File: config.mk
export PLATFORM = sky130hd
export DESIGN_NAME = player_control_gen
export DESIGN_NICKNAME = d
export VERILOG_FILES = /design/src/rtl/player_control_gen.sv
export SDC_FILE = /design/constraint.sdc
export NUM_CORES = 1
export LEC_CHECK = 0
export ABC_CLOCK_PERIOD_IN_PS = 3200
export CAP_MARGIN = 20
export CORE_MARGIN = 4
export CORE_UTILIZATION = 49
export DETAILED_ROUTE_END_ITERATION = 8
export MAX_ROUTING_LAYER = met4
export PLACE_DENSITY = 0.74
export SLEW_MARGIN = 20
export SYNTH_ARGS = -nofsm -noshare
export SYNTH_HDL_FRONTEND = slang
export SYNTH_SLANG_ARGS = --single-unit
File: constraint.sdc
create_clock -name CLK -period 3.2 [get_ports CLK]
set_input_delay 0.32 -clock CLK [delete_from_list [all_inputs] [get_ports CLK]]
set_output_delay 0.32 -clock CLK [all_outputs]
set_load 0.05 [all_outputs]
File: src/rtl/player_control_gen.sv
// rtl/player_control_gen.sv - player position, lane collision, lives, BCD level and car speed for the road-crossing game
module player_control_gen #(
    parameter int H_DISPLAY    = 640,
    parameter int V_DISPLAY    = 480,
    parameter int STEP         = 32,
    parameter int PLAYER_W     = 32,
    parameter int PLAYER_H     = 32,
    parameter int CAR_W        = 64,
    parameter int CAR_H        = 32,
    parameter int N_LANES      = 8,
    parameter int LANE_Y0      = 64,
    parameter int MOVE_TICKS   = 2500000,
    parameter int LIVES        = 4,
    parameter int INVULN_TICKS = 25000000,
    parameter int SPEED_MAX    = 31
) (
    input  logic                   CLK,
    input  logic                   RST,
    input  logic                   SW1,
    input  logic                   SW2,
    input  logic                   SW3,
    input  logic                   SW4,
    input  logic [10*N_LANES-1:0]  car_x,
    input  logic [N_LANES-1:0]     lane_en,
    output logic [9:0]             player_x,
    output logic [9:0]             player_y,
    output logic [LIVES-1:0]       lives,
    output logic [3:0]             level_tens,
    output logic [3:0]             level_units,
    output logic [4:0]             speed_car,
    output logic                   game_over,
    output logic                   hit_pulse,
    output logic                   level_pulse
);

    localparam int MW = $clog2(MOVE_TICKS + 1);
    localparam int IW = $clog2(INVULN_TICKS + 1);

    localparam logic [1:0] S_PLAY = 2'd0;
    localparam logic [1:0] S_HIT  = 2'd1;
    localparam logic [1:0] S_OVER = 2'd2;

    localparam logic [9:0]    START_X   = 10'(H_DISPLAY / 2);
    localparam logic [9:0]    START_Y   = 10'(V_DISPLAY - PLAYER_H);
    localparam logic [9:0]    MAX_X     = 10'(H_DISPLAY - PLAYER_W);
    localparam logic [9:0]    STEP_V    = 10'(STEP);
    localparam logic [10:0]   PW_W      = 11'(PLAYER_W);
    localparam logic [10:0]   PH_W      = 11'(PLAYER_H);
    localparam logic [10:0]   CW_W      = 11'(CAR_W);
    localparam logic [10:0]   CH_W      = 11'(CAR_H);
    localparam logic [MW-1:0] MOVE_LOAD = MW'(MOVE_TICKS);
    localparam logic [IW-1:0] INV_LOAD  = IW'(INVULN_TICKS);
    localparam logic [4:0]    SPEED_LIM = 5'(SPEED_MAX);

    logic [1:0]    state;
    logic [3:0]    sw_raw;
    logic [3:0]    sw_meta;
    logic [3:0]    sw_sync;
    logic [3:0]    sw_prev;
    logic [3:0]    sw_rise;
    logic          restart;
    logic          active;
    logic [MW-1:0] move_tmr;
    logic [MW-1:0] move_tmr_nxt;
    logic [IW-1:0] inv_tmr;
    logic          do_move;
    logic [9:0]    mv_x;
    logic [9:0]    mv_y;
    logic          overlap;
    logic          hit_q;
    logic [10:0]   px_w;
    logic [10:0]   py_w;
    logic [10:0]   lane_cx;
    logic [10:0]   lane_y;

    assign sw_raw    = {SW4, SW3, SW2, SW1};
    assign sw_rise   = sw_sync & ~sw_prev;
    assign restart   = &sw_sync;
    assign active    = (state != S_OVER);
    assign game_over = (state == S_OVER);
    assign px_w      = {1'b0, player_x};
    assign py_w      = {1'b0, player_y};

    always_ff @(posedge CLK or posedge RST) begin
        if (RST) begin
            sw_meta <= 4'd0;
            sw_sync <= 4'd0;
            sw_prev <= 4'd0;
        end else begin
            sw_meta <= sw_raw;
            sw_sync <= sw_meta;
            sw_prev <= sw_sync;
        end
    end

    // A fresh press moves at once; a held switch repeats whenever the timer runs out.
    always_comb begin
        do_move      = 1'b0;
        move_tmr_nxt = move_tmr;
        if (!active) begin
            move_tmr_nxt = '0;
        end else if (|sw_rise) begin
            do_move      = 1'b1;
            move_tmr_nxt = MOVE_LOAD;
        end else if (|sw_sync) begin
            if (move_tmr <= MW'(1)) begin
                do_move      = 1'b1;
                move_tmr_nxt = MOVE_LOAD;
            end else begin
                move_tmr_nxt = move_tmr - MW'(1);
            end
        end else begin
            move_tmr_nxt = '0;
        end
    end

    always_comb begin
        mv_x = player_x;
        mv_y = player_y;
        if (sw_sync[0]) begin
            if (player_y != 10'd0) mv_y = player_y - STEP_V;
        end else if (sw_sync[1]) begin
            if (player_y < START_Y) mv_y = player_y + STEP_V;
        end else if (sw_sync[2]) begin
            if (player_x != 10'd0) mv_x = player_x - STEP_V;
        end else if (sw_sync[3]) begin
            if (player_x < MAX_X) mv_x = player_x + STEP_V;
        end
    end

    // Bounding-box tests are widened to 11 bits so edge sums near 1023 cannot wrap.
    always_comb begin
        overlap = 1'b0;
        lane_cx = 11'd0;
        lane_y  = 11'd0;
        for (int k = 0; k < N_LANES; k++) begin
            lane_cx = {1'b0, car_x[10*k +: 10]};
            lane_y  = 11'(LANE_Y0 + k * STEP);
            if (lane_en[k] &&
                (px_w + PW_W > lane_cx) && (px_w < lane_cx + CW_W) &&
                (py_w + PH_W > lane_y)  && (py_w < lane_y + CH_W))
                overlap = 1'b1;
        end
    end

    always_ff @(posedge CLK or posedge RST) begin
        if (RST) begin
            state       <= S_PLAY;
            player_x    <= START_X;
            player_y    <= START_Y;
            lives       <= '1;
            level_tens  <= 4'd0;
            level_units <= 4'd0;
            speed_car   <= 5'd0;
            move_tmr    <= '0;
            inv_tmr     <= '0;
            hit_q       <= 1'b0;
            hit_pulse   <= 1'b0;
            level_pulse <= 1'b0;
        end else begin
            hit_pulse   <= 1'b0;
            level_pulse <= 1'b0;
            if (restart) begin
                state       <= S_PLAY;
                player_x    <= START_X;
                player_y    <= START_Y;
                lives       <= '1;
                level_tens  <= 4'd0;
                level_units <= 4'd0;
                speed_car   <= 5'd0;
                move_tmr    <= '0;
                inv_tmr     <= '0;
                hit_q       <= 1'b0;
            end else begin
                hit_q    <= overlap;
                move_tmr <= move_tmr_nxt;
                if (state == S_PLAY && hit_q) begin
                    player_x  <= START_X;
                    player_y  <= START_Y;
                    lives     <= lives >> 1;
                    hit_pulse <= 1'b1;
                    if (lives == LIVES'(1)) begin
                        state <= S_OVER;
                    end else begin
                        state   <= S_HIT;
                        inv_tmr <= INV_LOAD;
                    end
                end else if (active) begin
                    if (state == S_HIT) begin
                        if (inv_tmr <= IW'(1)) begin
                            inv_tmr <= '0;
                            state   <= S_PLAY;
                        end else begin
                            inv_tmr <= inv_tmr - IW'(1);
                        end
                    end
                    // Reaching the top row takes precedence over any move this cycle.
                    if (player_y == 10'd0) begin
                        player_x    <= START_X;
                        player_y    <= START_Y;
                        level_pulse <= 1'b1;
                        if (level_units == 4'd9) begin
                            if (level_tens != 4'd9) begin
                                level_units <= 4'd0;
                                level_tens  <= level_tens + 4'd1;
                            end
                        end else begin
                            level_units <= level_units + 4'd1;
                        end
                        if (speed_car != SPEED_LIM) speed_car <= speed_car + 5'd1;
                    end else if (do_move) begin
                        player_x <= mv_x;
                        player_y <= mv_y;
                    end
                end
            end
        end
    end

endmodule
==> flow_metrics.py <==
metrics = {
    "synthesis": {
        "yosysWarnings": 0,
        "postSynth.topFlopCell": "sky130_fd_sc_hd__dfrtp_1",
        "asyncSetResetFlopFracSynth_pct": 100,
        "mappedNetlistArea_mm2": 0.00761,
        "synth_largest_type_area_fraction_pct": 27.0,
        "postSynthCellCount": 867,
        "yosysTopAreaCell": "sky130_fd_sc_hd__dfrtp_1",
        "postSynthRegisterBits": 91,
        "synth_enable_flop_cells": 0,
        "synth_top_cells_by_area": "sky130_fd_sc_hd__dfrtp_1, sky130_fd_sc_hd__ha_1, sky130_fd_sc_hd__xnor2_1",
        "yosysUniqueCellTypes": 77,
        "synth-seq-area-share_pct": 30.1,
        "syn_area_per_cell_um2": 8.77,
    },
    "clock_tree": {
        "tritoncts.num_buffers": 9,
        "cts.htree.levels": 3,
        "clockBufferDepth": 2,
        "clock_latency_ns": 0.35,
        "buffers_inserted_by_post_cts_timing_repair": 0,
        "cts_tree": "done",
        "clkSlewWorstSetupHoldPaths_ns": 0.07,
        "cts.repair.resized": 0,
        "cts.hold.buffers_added": 0,
        "cts.sinks": 91,
        "ctsRootBufferMaster": "sky130_fd_sc_hd__clkbuf_16",
    },
    "sta": {
        "final_max_slew_viol_count": 0,
        "grt_setup_unrepaired": "no",
        "fin_setup_tns_ns": 0,
        "worst_slew_margin_rel_pct": 52.4,
        "transition_time_of_the_tightest_slew_check_pin_ns": 0.713,
        "final_period_minus_worst_setup_slack_ns": 2.98,
        "setup_violations": 0,
        "final_hold_viols": 0,
        "fin_crit_sh_pct": 93.2,
        "clock-skew-final_ns": 0.00905,
        "max_freq_mhz": 335,
    },
    "floorplan": {
        "design.die.area_mm2": 0.0176,
        "floorplan.initialDensity_pct": 50.0,
        "die_height_um": 133,
        "top_level_ports": 134,
        "core-area_mm2": 0.0152,
        "die_w_um": 133,
        "std_cell_rows": 45,
    },
    "grt": {
        "grt_first_pass_wirelength_mm": 33.1,
        "globalRouteOverflowTotal": 0,
        "number_of_global_route_vias_before_repair": 6767,
        "pin_count_of_the_biggest_net_entering_global_routing": 41,
        "grt_use_total_pct": 23.4,
        "antenna_found_initial": 0,
    },
    "worst_setup_path": {
        "path_max_fanout": 14,
        "cp.arrival_ns": 3.19,
        "worstRegToRegCells": 11,
        "setup.worst_path.class": "reg2reg",
        "critical_path.startpoint_type": "flip-flop",
        "cp_cell_sequence": "buf_4 > nand3_1 > xnor2_1 > buf_4 > ha_1 > nand3_1 > or4_1 > a21oi_1 > o22ai_1 > a2111oi_0 > a31oi_1",
        "longest_individual_stage_delay_on_the_worst_path_ns": 0.53,
        "worstSetupEndpointType": "flip-flop",
        "cp_data_required_time_ns": 3.41,
        "timing.critical_path.slowest_stage_cell": "sky130_fd_sc_hd__dfstp_2",
        "worst_r2r_endpoint": "hit_q",
        "critPathBufInv": 2,
        "critical_r2r_launch": "player_x[6]",
        "r2r_setup_slack_ns": 0.22,
        "kind_of_cell_with_the_highest_combined_delay_on_the_critical_path": "compound AO/OA/AOI/OAI gates",
    },
    "cells_and_area": {
        "post-route-util_pct": 62.0,
        "count_of_fill_cells_added_during_filler_insertion": 1330,
        "final_layout_size_suffix_gt1_share_pct": 8.16,
        "antenna-diode-count": 0,
        "nNetsFinal": 1205,
        "area_growth_pct": 23.8,
    },
    "power_and_ir_drop": {
        "power.ir.vdd_worst_mv": 0.603,
        "power_leakage_nw": 4.26,
        "totalPowerFinal_w": 0.00783,
        "power_density_mw_per_mm2": 832,
    },
    "routing": {
        "drtPass1Iterations": 4,
        "drt_drc_violations_left": 0,
        "routed_wire_length_per_instance_um": 16.6,
        "initialDrtViolationCount": 313,
        "routed_wl_mm": 19.8,
        "detail-route-antenna-nets": 0,
        "via_per_inst": 5.71,
        "vias": 6817,
    },
    "run": {
        "cap_violations": 0,
    },
    "placement": {
        "dp_hpwl_mm": 15.0,
        "buffer_ports.inserted": 123,
        "globalplace.congestion": 0.916,
    },
    "status": {
        "status": "completed",
    },
    "hold_path": {
        "worstHoldEndpoint": "sw_sync[1]",
        "hold_path_startpoint": "sw_meta[1]",
        "worst_hold_path_type": "reg2reg",
        "hold_depth": 0,
    },
}
flip-flops by register name, indices dropped and copies added (netlist names):
name         flops
inv_tmr         25
move_tmr        22
player_x         5
player_y         5
speed_car        5
level_tens       4
level_units      4
lives            4
sw_meta          4
sw_prev          4
sw_sync          4
state            2
hit_pulse        1
hit_q            1
level_pulse      1
cells in the mapped netlist, types with 9 or more instances:
master and count:
sky130_fd_sc_hd__o21ai_0 34, sky130_fd_sc_hd__clkbuf_1 18, sky130_fd_sc_hd__or3_1 14, sky130_fd_sc_hd__ha_1 109, sky130_fd_sc_hd__nand2b_1 11, sky130_fd_sc_hd__xnor2_1 40
sky130_fd_sc_hd__a21oi_1 44, sky130_fd_sc_hd__nand3_1 45, sky130_fd_sc_hd__buf_4 10, sky130_fd_sc_hd__nor4_1 15, sky130_fd_sc_hd__inv_1 74, sky130_fd_sc_hd__nand4_1 14
sky130_fd_sc_hd__xor2_1 21, sky130_fd_sc_hd__nor2_1 60, sky130_fd_sc_hd__nor2_2 10, sky130_fd_sc_hd__dfrtp_1 82, sky130_fd_sc_hd__or4_1 9, sky130_fd_sc_hd__dfstp_2 9
sky130_fd_sc_hd__nor3_1 31, sky130_fd_sc_hd__a31oi_1 11, sky130_fd_sc_hd__nand2_1 58, sky130_fd_sc_hd__a21o_1 16
power breakdown:
part	internal (W)	switching (W)	total [W]
clock network	0.000607	0.000456	0.00106
registers	0.00155	0.000465	0.00201
logic	0.00198	0.00278	0.00476
cells in the final DEF, fill, tap and decap left out, types with 11 or more instances in the layout:
| cell | count |
|---|---|
| sky130_fd_sc_hd__a21o_1 | 16 |
| sky130_fd_sc_hd__a21oi_1 | 44 |
| sky130_fd_sc_hd__a31oi_1 | 11 |
| sky130_fd_sc_hd__buf_4 | 23 |
| sky130_fd_sc_hd__clkdlybuf4s50_1 | 123 |
| sky130_fd_sc_hd__dfrtp_1 | 80 |
| sky130_fd_sc_hd__ha_1 | 109 |
| sky130_fd_sc_hd__inv_1 | 73 |
| sky130_fd_sc_hd__nand2_1 | 58 |
| sky130_fd_sc_hd__nand2b_1 | 11 |
| sky130_fd_sc_hd__nand3_1 | 45 |
| sky130_fd_sc_hd__nand4_1 | 14 |
| sky130_fd_sc_hd__nor2_1 | 60 |
| sky130_fd_sc_hd__nor3_1 | 30 |
| sky130_fd_sc_hd__nor4_1 | 15 |
| sky130_fd_sc_hd__o21ai_0 | 34 |
| sky130_fd_sc_hd__or3_1 | 14 |
| sky130_fd_sc_hd__xnor2_1 | 39 |
| sky130_fd_sc_hd__xor2_1 | 21 |
layer usage:
layer  part of all wire [%]  track usage, %
met5                      0               -
met4                    2.0            6.64
met2                     46            37.5
met3                    5.1            4.49
met1                     47            30.4
through the flow:
stage | cell area (µm²) | hold WS, ns | setup WS (ns) | instances
after floorplan | 7650 | 0.331 | 0.0461 | 876
after detailed placement | 9130 | 0.345 | 0.224 | 1177
after global routing | 9420 | 0.378 | 0.0358 | 1193
after CTS | 9420 | 0.367 | 0.228 | 1193
after global placement | 9130 | 0.332 | 0.274 | 1177
final | 9420 | 0.358 | 0.219 | 1193
cell families after synthesis:
family	count (synthesis)	synth area share [%]
adder cells (fa/ha/maj)	111	18.5
AO/OA/AOI/OAI	179	15.9
flip-flops	91	30.1
other	1	0.0493
AND/OR/NAND/NOR	310	21.5
XOR/XNOR	61	7.02
buffers and inverters	108	6.13
multiplexers	6	0.855
area by class of cell:
type / count / area, µm² / share of cell area, %
clock buffers: 10 / 229 / 2.43
clock inverters: 6 / 65.1 / 0.691
inverters: 74 / 279 / 2.96
multi-input cells: 677 / 4900 / 52.0
flip-flops and latches: 91 / 2290 / 24.3
well taps: 188 / 235 / 2.50
repair buffers: 147 / 1420 / 15.1
worst max path at each step:
| stage | from | to | slack [ns] | depth (start not counted) |
|---|---|---|---|---|
| final | player_x[6] | hit_q | 0.22 | 11 |
| after floorplan | player_x[6] | hit_q | 0.05 | 10 |
| after global routing | player_x[6] | hit_q | 0.04 | 10 |
| after CTS | player_x[6] | hit_q | 0.23 | 11 |
| after global placement | player_x[6] | hit_q | 0.27 | 11 |
| after detailed placement | player_x[6] | hit_q | 0.22 | 11 |
Note: power is estimated with default switching activity, not from simulation.
